===== src/rtl/freq_meter_if.sv =====
// rtl/freq_meter_if.sv - measurement request/result bundle for freq_meter
interface freq_meter_if #(
  parameter int CNT_W = 16
);
  logic             sig_in;
  logic             start;
  logic             cont_en;
  logic             busy;
  logic             meas_valid;
  logic [CNT_W-1:0] edge_cnt;
  logic [CNT_W-1:0] freq_mhz;
  logic             no_sig;
  logic             ovf;

  modport master (
    output sig_in, start, cont_en,
    input  busy, meas_valid, edge_cnt, freq_mhz, no_sig, ovf
  );

  modport slave (
    input  sig_in, start, cont_en,
    output busy, meas_valid, edge_cnt, freq_mhz, no_sig, ovf
  );
endinterface


===== src/rtl/freq_meter.sv =====
// rtl/freq_meter.sv - gated rising-edge counter reporting an async input frequency in MHz
module freq_meter #(
  parameter int CLK_FREQ_MHZ = 100,
  parameter int GATE_US      = 4,
  parameter int CNT_W        = 16
) (
  input  logic         clk,
  input  logic         rst_n,
  freq_meter_if.slave  bus
);
  localparam int GATE_CYCLES = CLK_FREQ_MHZ * GATE_US;
  localparam int GATE_SHIFT  = $clog2(GATE_US);
  localparam int GC_W        = (GATE_CYCLES > 1) ? $clog2(GATE_CYCLES) : 1;
  localparam logic [GC_W-1:0]  GATE_LAST = GC_W'(GATE_CYCLES - 1);
  localparam logic [CNT_W-1:0] CNT_MAX   = '1;

  typedef enum logic [1:0] {IDLE, GATE, LATCH} state_t;

  state_t           state_q;
  logic             s1_q, s2_q, s3_q;
  logic             rise;
  logic [GC_W-1:0]  gate_cnt_q;
  logic [CNT_W-1:0] cnt_q, cnt_d;
  logic             ovf_flag_q, ovf_flag_d;
  logic             busy_q, meas_valid_q, no_sig_q, ovf_q;
  logic [CNT_W-1:0] edge_cnt_q, freq_q;

  always_ff @(posedge clk or negedge rst_n) begin
    if (!rst_n) begin
      s1_q <= 1'b0;
      s2_q <= 1'b0;
      s3_q <= 1'b0;
    end else begin
      s1_q <= bus.sig_in;
      s2_q <= s1_q;
      s3_q <= s2_q;
    end
  end

  assign rise = s2_q & ~s3_q;

  // Saturating count including the current cycle's rise, so the last gate cycle is counted
  always_comb begin
    cnt_d      = cnt_q;
    ovf_flag_d = ovf_flag_q;
    if (rise) begin
      if (cnt_q == CNT_MAX) ovf_flag_d = 1'b1;
      else                  cnt_d      = cnt_q + CNT_W'(1);
    end
  end

  always_ff @(posedge clk or negedge rst_n) begin
    if (!rst_n) begin
      state_q      <= IDLE;
      gate_cnt_q   <= '0;
      cnt_q        <= '0;
      ovf_flag_q   <= 1'b0;
      busy_q       <= 1'b0;
      meas_valid_q <= 1'b0;
      edge_cnt_q   <= '0;
      freq_q       <= '0;
      no_sig_q     <= 1'b0;
      ovf_q        <= 1'b0;
    end else begin
      meas_valid_q <= 1'b0;
      case (state_q)
        IDLE: begin
          if (bus.start || bus.cont_en) begin
            state_q    <= GATE;
            gate_cnt_q <= '0;
            cnt_q      <= '0;
            ovf_flag_q <= 1'b0;
            busy_q     <= 1'b1;
          end
        end
        GATE: begin
          cnt_q      <= cnt_d;
          ovf_flag_q <= ovf_flag_d;
          gate_cnt_q <= gate_cnt_q + GC_W'(1);
          if (gate_cnt_q == GATE_LAST) begin
            state_q      <= LATCH;
            meas_valid_q <= 1'b1;
            edge_cnt_q   <= cnt_d;
            freq_q       <= cnt_d >> GATE_SHIFT;
            no_sig_q     <= (cnt_d == '0);
            ovf_q        <= ovf_flag_d;
          end
        end
        LATCH: begin
          // Rises seen in this cycle are dropped: the one-cycle dead time between windows
          if (bus.cont_en) begin
            state_q    <= GATE;
            gate_cnt_q <= '0;
            cnt_q      <= '0;
            ovf_flag_q <= 1'b0;
          end else begin
            state_q <= IDLE;
            busy_q  <= 1'b0;
          end
        end
        default: begin
          state_q <= IDLE;
          busy_q  <= 1'b0;
        end
      endcase
    end
  end

  assign bus.busy       = busy_q;
  assign bus.meas_valid = meas_valid_q;
  assign bus.edge_cnt   = edge_cnt_q;
  assign bus.freq_mhz   = freq_q;
  assign bus.no_sig     = no_sig_q;
  assign bus.ovf        = ovf_q;
endmodule


===== src/flat_wrapper.sv =====
// flat-port wrapper written by rule: the top's interface ports become plain ports
module freq_meter_flat 
#(
  parameter int CLK_FREQ_MHZ = 100,
  parameter int GATE_US      = 4,
  parameter int CNT_W        = 16
)
  (clk, rst_n, bus_sig_in, bus_start, bus_cont_en, bus_busy, bus_meas_valid, bus_edge_cnt, bus_freq_mhz, bus_no_sig, bus_ovf);
  freq_meter_if #(.CNT_W(CNT_W)) bus_i ();
  input  logic clk;
  input  logic rst_n;
  input wire logic [$bits(bus_i.sig_in)-1:0] bus_sig_in;
  input wire logic [$bits(bus_i.start)-1:0] bus_start;
  input wire logic [$bits(bus_i.cont_en)-1:0] bus_cont_en;
  output wire logic [$bits(bus_i.busy)-1:0] bus_busy;
  output wire logic [$bits(bus_i.meas_valid)-1:0] bus_meas_valid;
  output wire logic [$bits(bus_i.edge_cnt)-1:0] bus_edge_cnt;
  output wire logic [$bits(bus_i.freq_mhz)-1:0] bus_freq_mhz;
  output wire logic [$bits(bus_i.no_sig)-1:0] bus_no_sig;
  output wire logic [$bits(bus_i.ovf)-1:0] bus_ovf;
  assign bus_i.sig_in = bus_sig_in;
  assign bus_i.start = bus_start;
  assign bus_i.cont_en = bus_cont_en;
  assign bus_busy = bus_i.busy;
  assign bus_meas_valid = bus_i.meas_valid;
  assign bus_edge_cnt = bus_i.edge_cnt;
  assign bus_freq_mhz = bus_i.freq_mhz;
  assign bus_no_sig = bus_i.no_sig;
  assign bus_ovf = bus_i.ovf;
  freq_meter #(.CLK_FREQ_MHZ(CLK_FREQ_MHZ), .GATE_US(GATE_US), .CNT_W(CNT_W)) u_core (.clk(clk), .rst_n(rst_n), .bus(bus_i));
endmodule

===== config.mk =====
export PLATFORM = sky130hd
export DESIGN_NAME = freq_meter_flat
export DESIGN_NICKNAME = d
export VERILOG_FILES = /design/src/rtl/freq_meter_if.sv /design/src/rtl/freq_meter.sv /design/src/flat_wrapper.sv
export SDC_FILE = /design/constraint.sdc
export NUM_CORES = 1
export LEC_CHECK = 0
export CORE_MARGIN = 2
export CORE_UTILIZATION = 49
export CTS_CLUSTER_SIZE = 30
export DETAILED_ROUTE_END_ITERATION = 8
export PLACE_DENSITY = 0.86
export SYNTH_ARGS = -nofsm -noshare
export SYNTH_HDL_FRONTEND = slang
export SYNTH_SLANG_ARGS = --single-unit

===== constraint.sdc =====
create_clock -name clk -period 2.3 [get_ports clk]
set_clock_uncertainty 0.2 [all_clocks]
set_input_delay 0.575 -clock clk [delete_from_list [all_inputs] [get_ports clk]]
set_output_delay 0.575 -clock clk [all_outputs]
set_load 0.01 [all_outputs]

==> results.toml <==
[worst_hold_path]
hp-class = "primary input to asynchronous set/reset pin"

[routing]
route.detailed.wl_per_inst_um = 14.95
via_per_inst = 5.640
vias = 2318
drtPass1Iterations = 4
drt-initial-drc-count = 249
drt_drc_violations_left = 0
wirelength_mm = 6.143
ant_nets = 0

[critical_path]
worstSetupStartpointType = "register"
timing.critical_path.buf_inv = 0
cp-end-kind = "register"
path_cells = "nand3_4, nor4_1, mux2_2, a21oi_1, o211ai_1, o31ai_2"
path_class = "register to register"
rr_worst_depth = 6
crit_fanout = 8
slowest_delay_ns = 0.57
arrival_ns = 2.29
critical_path_depth = 6
worstPathRequired_ns = 2.33
cp_top_family = "simple AND/OR/NAND/NOR gates"
cp_slowest_cell = "dfrtp_1"

[placement]
io_buffers = 38
gp_congestion = 0.9347
dp_hpwl_mm = 4.403
pre_cts_slack_ns = 0.03564

[clock_tree]
clock_latency_ns = 0.31
clock_path_buffers = 2
htreeDepth = 2
cts.reportedPaths.clkPinSlew_ns = 0.09
cts-buffers-inserted = 5
root_buffer = "clkbuf_8"
cts_sinks = 51
cts_tree = "yes"
hold_buffers = 0

[power]
p_leak_uw = 0.001425
p_per_area_mw_per_mm2 = 746.7
peakVddDrop_mv = 0.3428
power_uw = 2544

[global_route]
gr-total-overflow = 0
antenna_found_initial = 0
grt_max_degree = 52
grt_pass1_wl_mm = 10.17
grt_usage_pct = 20.56
grt_pass1_vias = 2232

[sta]
setup_ws_ns = 0.03919
finalSetupTns_ns = 0
slew_viol_final = 0
worst_slew_pin_slew_ns = 0.7279
relSlewSlack_pct = 51.03
hold_viol_final = 0
setup_violations = 0
fin_crit_sh_pct = 98.30
rsz0062_at_grt = "false"
period_needed_ns = 2.261
max_freq_mhz = 442.3
timing.hold.ws_ns = 0.02873

[floorplan]
initial_utilization_pct = 51.11
die_h_um = 80.25
pin_count = 41
dieWidth_um = 80.25
fp.coreArea_mm2 = 0.005574
dieArea_mm2 = 0.006440
fp-row-count = 27

[logic_synthesis]
synth-async-reset-ratio_pct = 100.0
synth_area_leaders = "dfrtp_1, buf_4, o21ai_0"
synth-seq-cells = 51
yosysMostFrequentCell = "dfrtp_1"
synth-edff-count = 0
synth_cell_types = 53
synth_top_area_share_pct = 44.80
postSynthAreaPerCell_um2 = 9.465
synth_cells = 301
ys.flop_type = "dfrtp_1"
netlist_area_mm2 = 0.002849
yosys.area.top_type = "dfrtp_1"
synthTopCellsByCount = "dfrtp_1, nand2_1, o21ai_0"
yosysSeqAreaShare_pct = 44.80
yosys_warnings = 0

[status]
status = "complete, no violations"

[finish]
drive_gt1_share_pct = 15.34
syn2layout_area_growth_pct = 19.59
nNetsFinal = 345
n_fill_cell = 468
diodes = 0

[run]
maxCapViolCount = 0
-- worst paths after layout --
path | end | slack, ns | start
min | u_core.cnt_q[3] | 0.03 | rst_n
max reg2reg | u_core.bus.no_sig | 0.04 | u_core.cnt_q[6]
min in group clk | u_core.s2_q | 0.15 | u_core.s1_q
max in group asynchronous | u_core.bus.edge_cnt[7] | 1.63 | rst_n
max | u_core.bus.no_sig | 0.04 | u_core.cnt_q[6]
min reg2reg | u_core.s2_q | 0.15 | u_core.s1_q
-- registers in the layout, summed over array words and instances, names as in the netlist --
register               cells
u_core.bus.ovf             1
u_core.s2_q                1
u_core.ovf_flag_q          1
u_core.bus.busy            1
u_core.gate_cnt_q          9
u_core.cnt_q              16
u_core.state_q             2
u_core.bus.freq_mhz        1
u_core.s1_q                1
u_core.bus.edge_cnt       15
u_core.bus.no_sig          1
u_core.s3_q                1
u_core.bus.meas_valid      1
-- cell type report --
cell class | count | area, um2 | area share (%)
clock buffers | 7 | 76.32 | 2.240
clock inverters | 1 | 5.005 | 0.1469
inverters | 10 | 37.54 | 1.102
multi-input cells | 207 | 1346 | 39.52
flip-flops and latches | 51 | 1276 | 37.46
well taps | 72 | 90.09 | 2.644
repair buffers | 63 | 575.6 | 16.89
-- through the flow --
step                      util (%)  instance area, um2  std cells
final                        61.12                3407        411
after global routing         61.12                3407        411
after CTS                    60.72                3385        411
after detailed placement     59.26                3303        403
after global placement       59.26                3303        403
after floorplan                  -                2853        302
-- where the power goes --
group	total, uW	leakage (uW)	internal, uW	switching (uW)
combinational	839	0.000749	373	467
clock	506	0.0000422	214	292
sequential	1200	0.000634	1010	190
total	2540	0.00143	1600	948
-- cell families after synthesis --
kind of cell	after synthesis	synth area share (%)
buffers and inverters	44	8.872
flip-flops	51	44.80
other	1	0.1316
AND/OR/NAND/NOR	109	22.62
AO/OA/AOI/OAI	71	15.33
multiplexers	6	2.152
adder cells (fa/ha/maj)	2	0.8782
XOR/XNOR	17	5.226
-- per-layer routing --
layer	up-vias	GRT usage [%]	wire length, um
met3	8	2.921	274
li1	1115	-	-
met5	-	0	0
met1	1123	26.39	2720
met4	0	9.831	106
met2	72	34.08	3041
-- layout by cell type (no fill, tap or decap), types with 2 or more instances in the layout --
master | synthesis | routed
clkbuf_1 | 7 | 2
nor2b_1 | 3 | 3
nor2_1 | 18 | 18
conb_1 | 1 | 2
o22ai_1 | 4 | 4
clkdlybuf4s50_1 | 0 | 37
nand2_1 | 37 | 37
dfrtp_1 | 51 | 51
mux2i_1 | 5 | 4
o21ai_0 | 28 | 28
nor4_1 | 3 | 3
xor2_1 | 10 | 10
inv_1 | 10 | 10
nand3_1 | 7 | 7
xnor2_1 | 7 | 7
clkbuf_8 | 0 | 5
nor4_4 | 2 | 2
o31ai_1 | 4 | 4
a22o_1 | 4 | 4
ha_1 | 2 | 2
nor3_1 | 5 | 2
nand4_1 | 10 | 10
a31oi_1 | 4 | 4
nor3_2 | 0 | 3
o21ai_1 | 6 | 6
o211ai_1 | 2 | 2
or3_1 | 6 | 6
nand4_4 | 2 | 2
nand2b_1 | 4 | 4
buf_4 | 19 | 24
a21oi_1 | 10 | 9
-- worst register-to-register path, stage by stage (launching register included) --
cell      delay, ns
dfrtp_1        0.57
nand3_4        0.19
nor4_1         0.42
mux2_2         0.39
a21oi_1        0.12
o211ai_1       0.12
o31ai_2        0.18
-- timing repair --
item	CTS	global route
gates resized for setup	0	5
setup buffers	0	0
setup endpoints to repair	0	5
hold endpoints to repair	0	0
(Power assumes the default switching activity.)
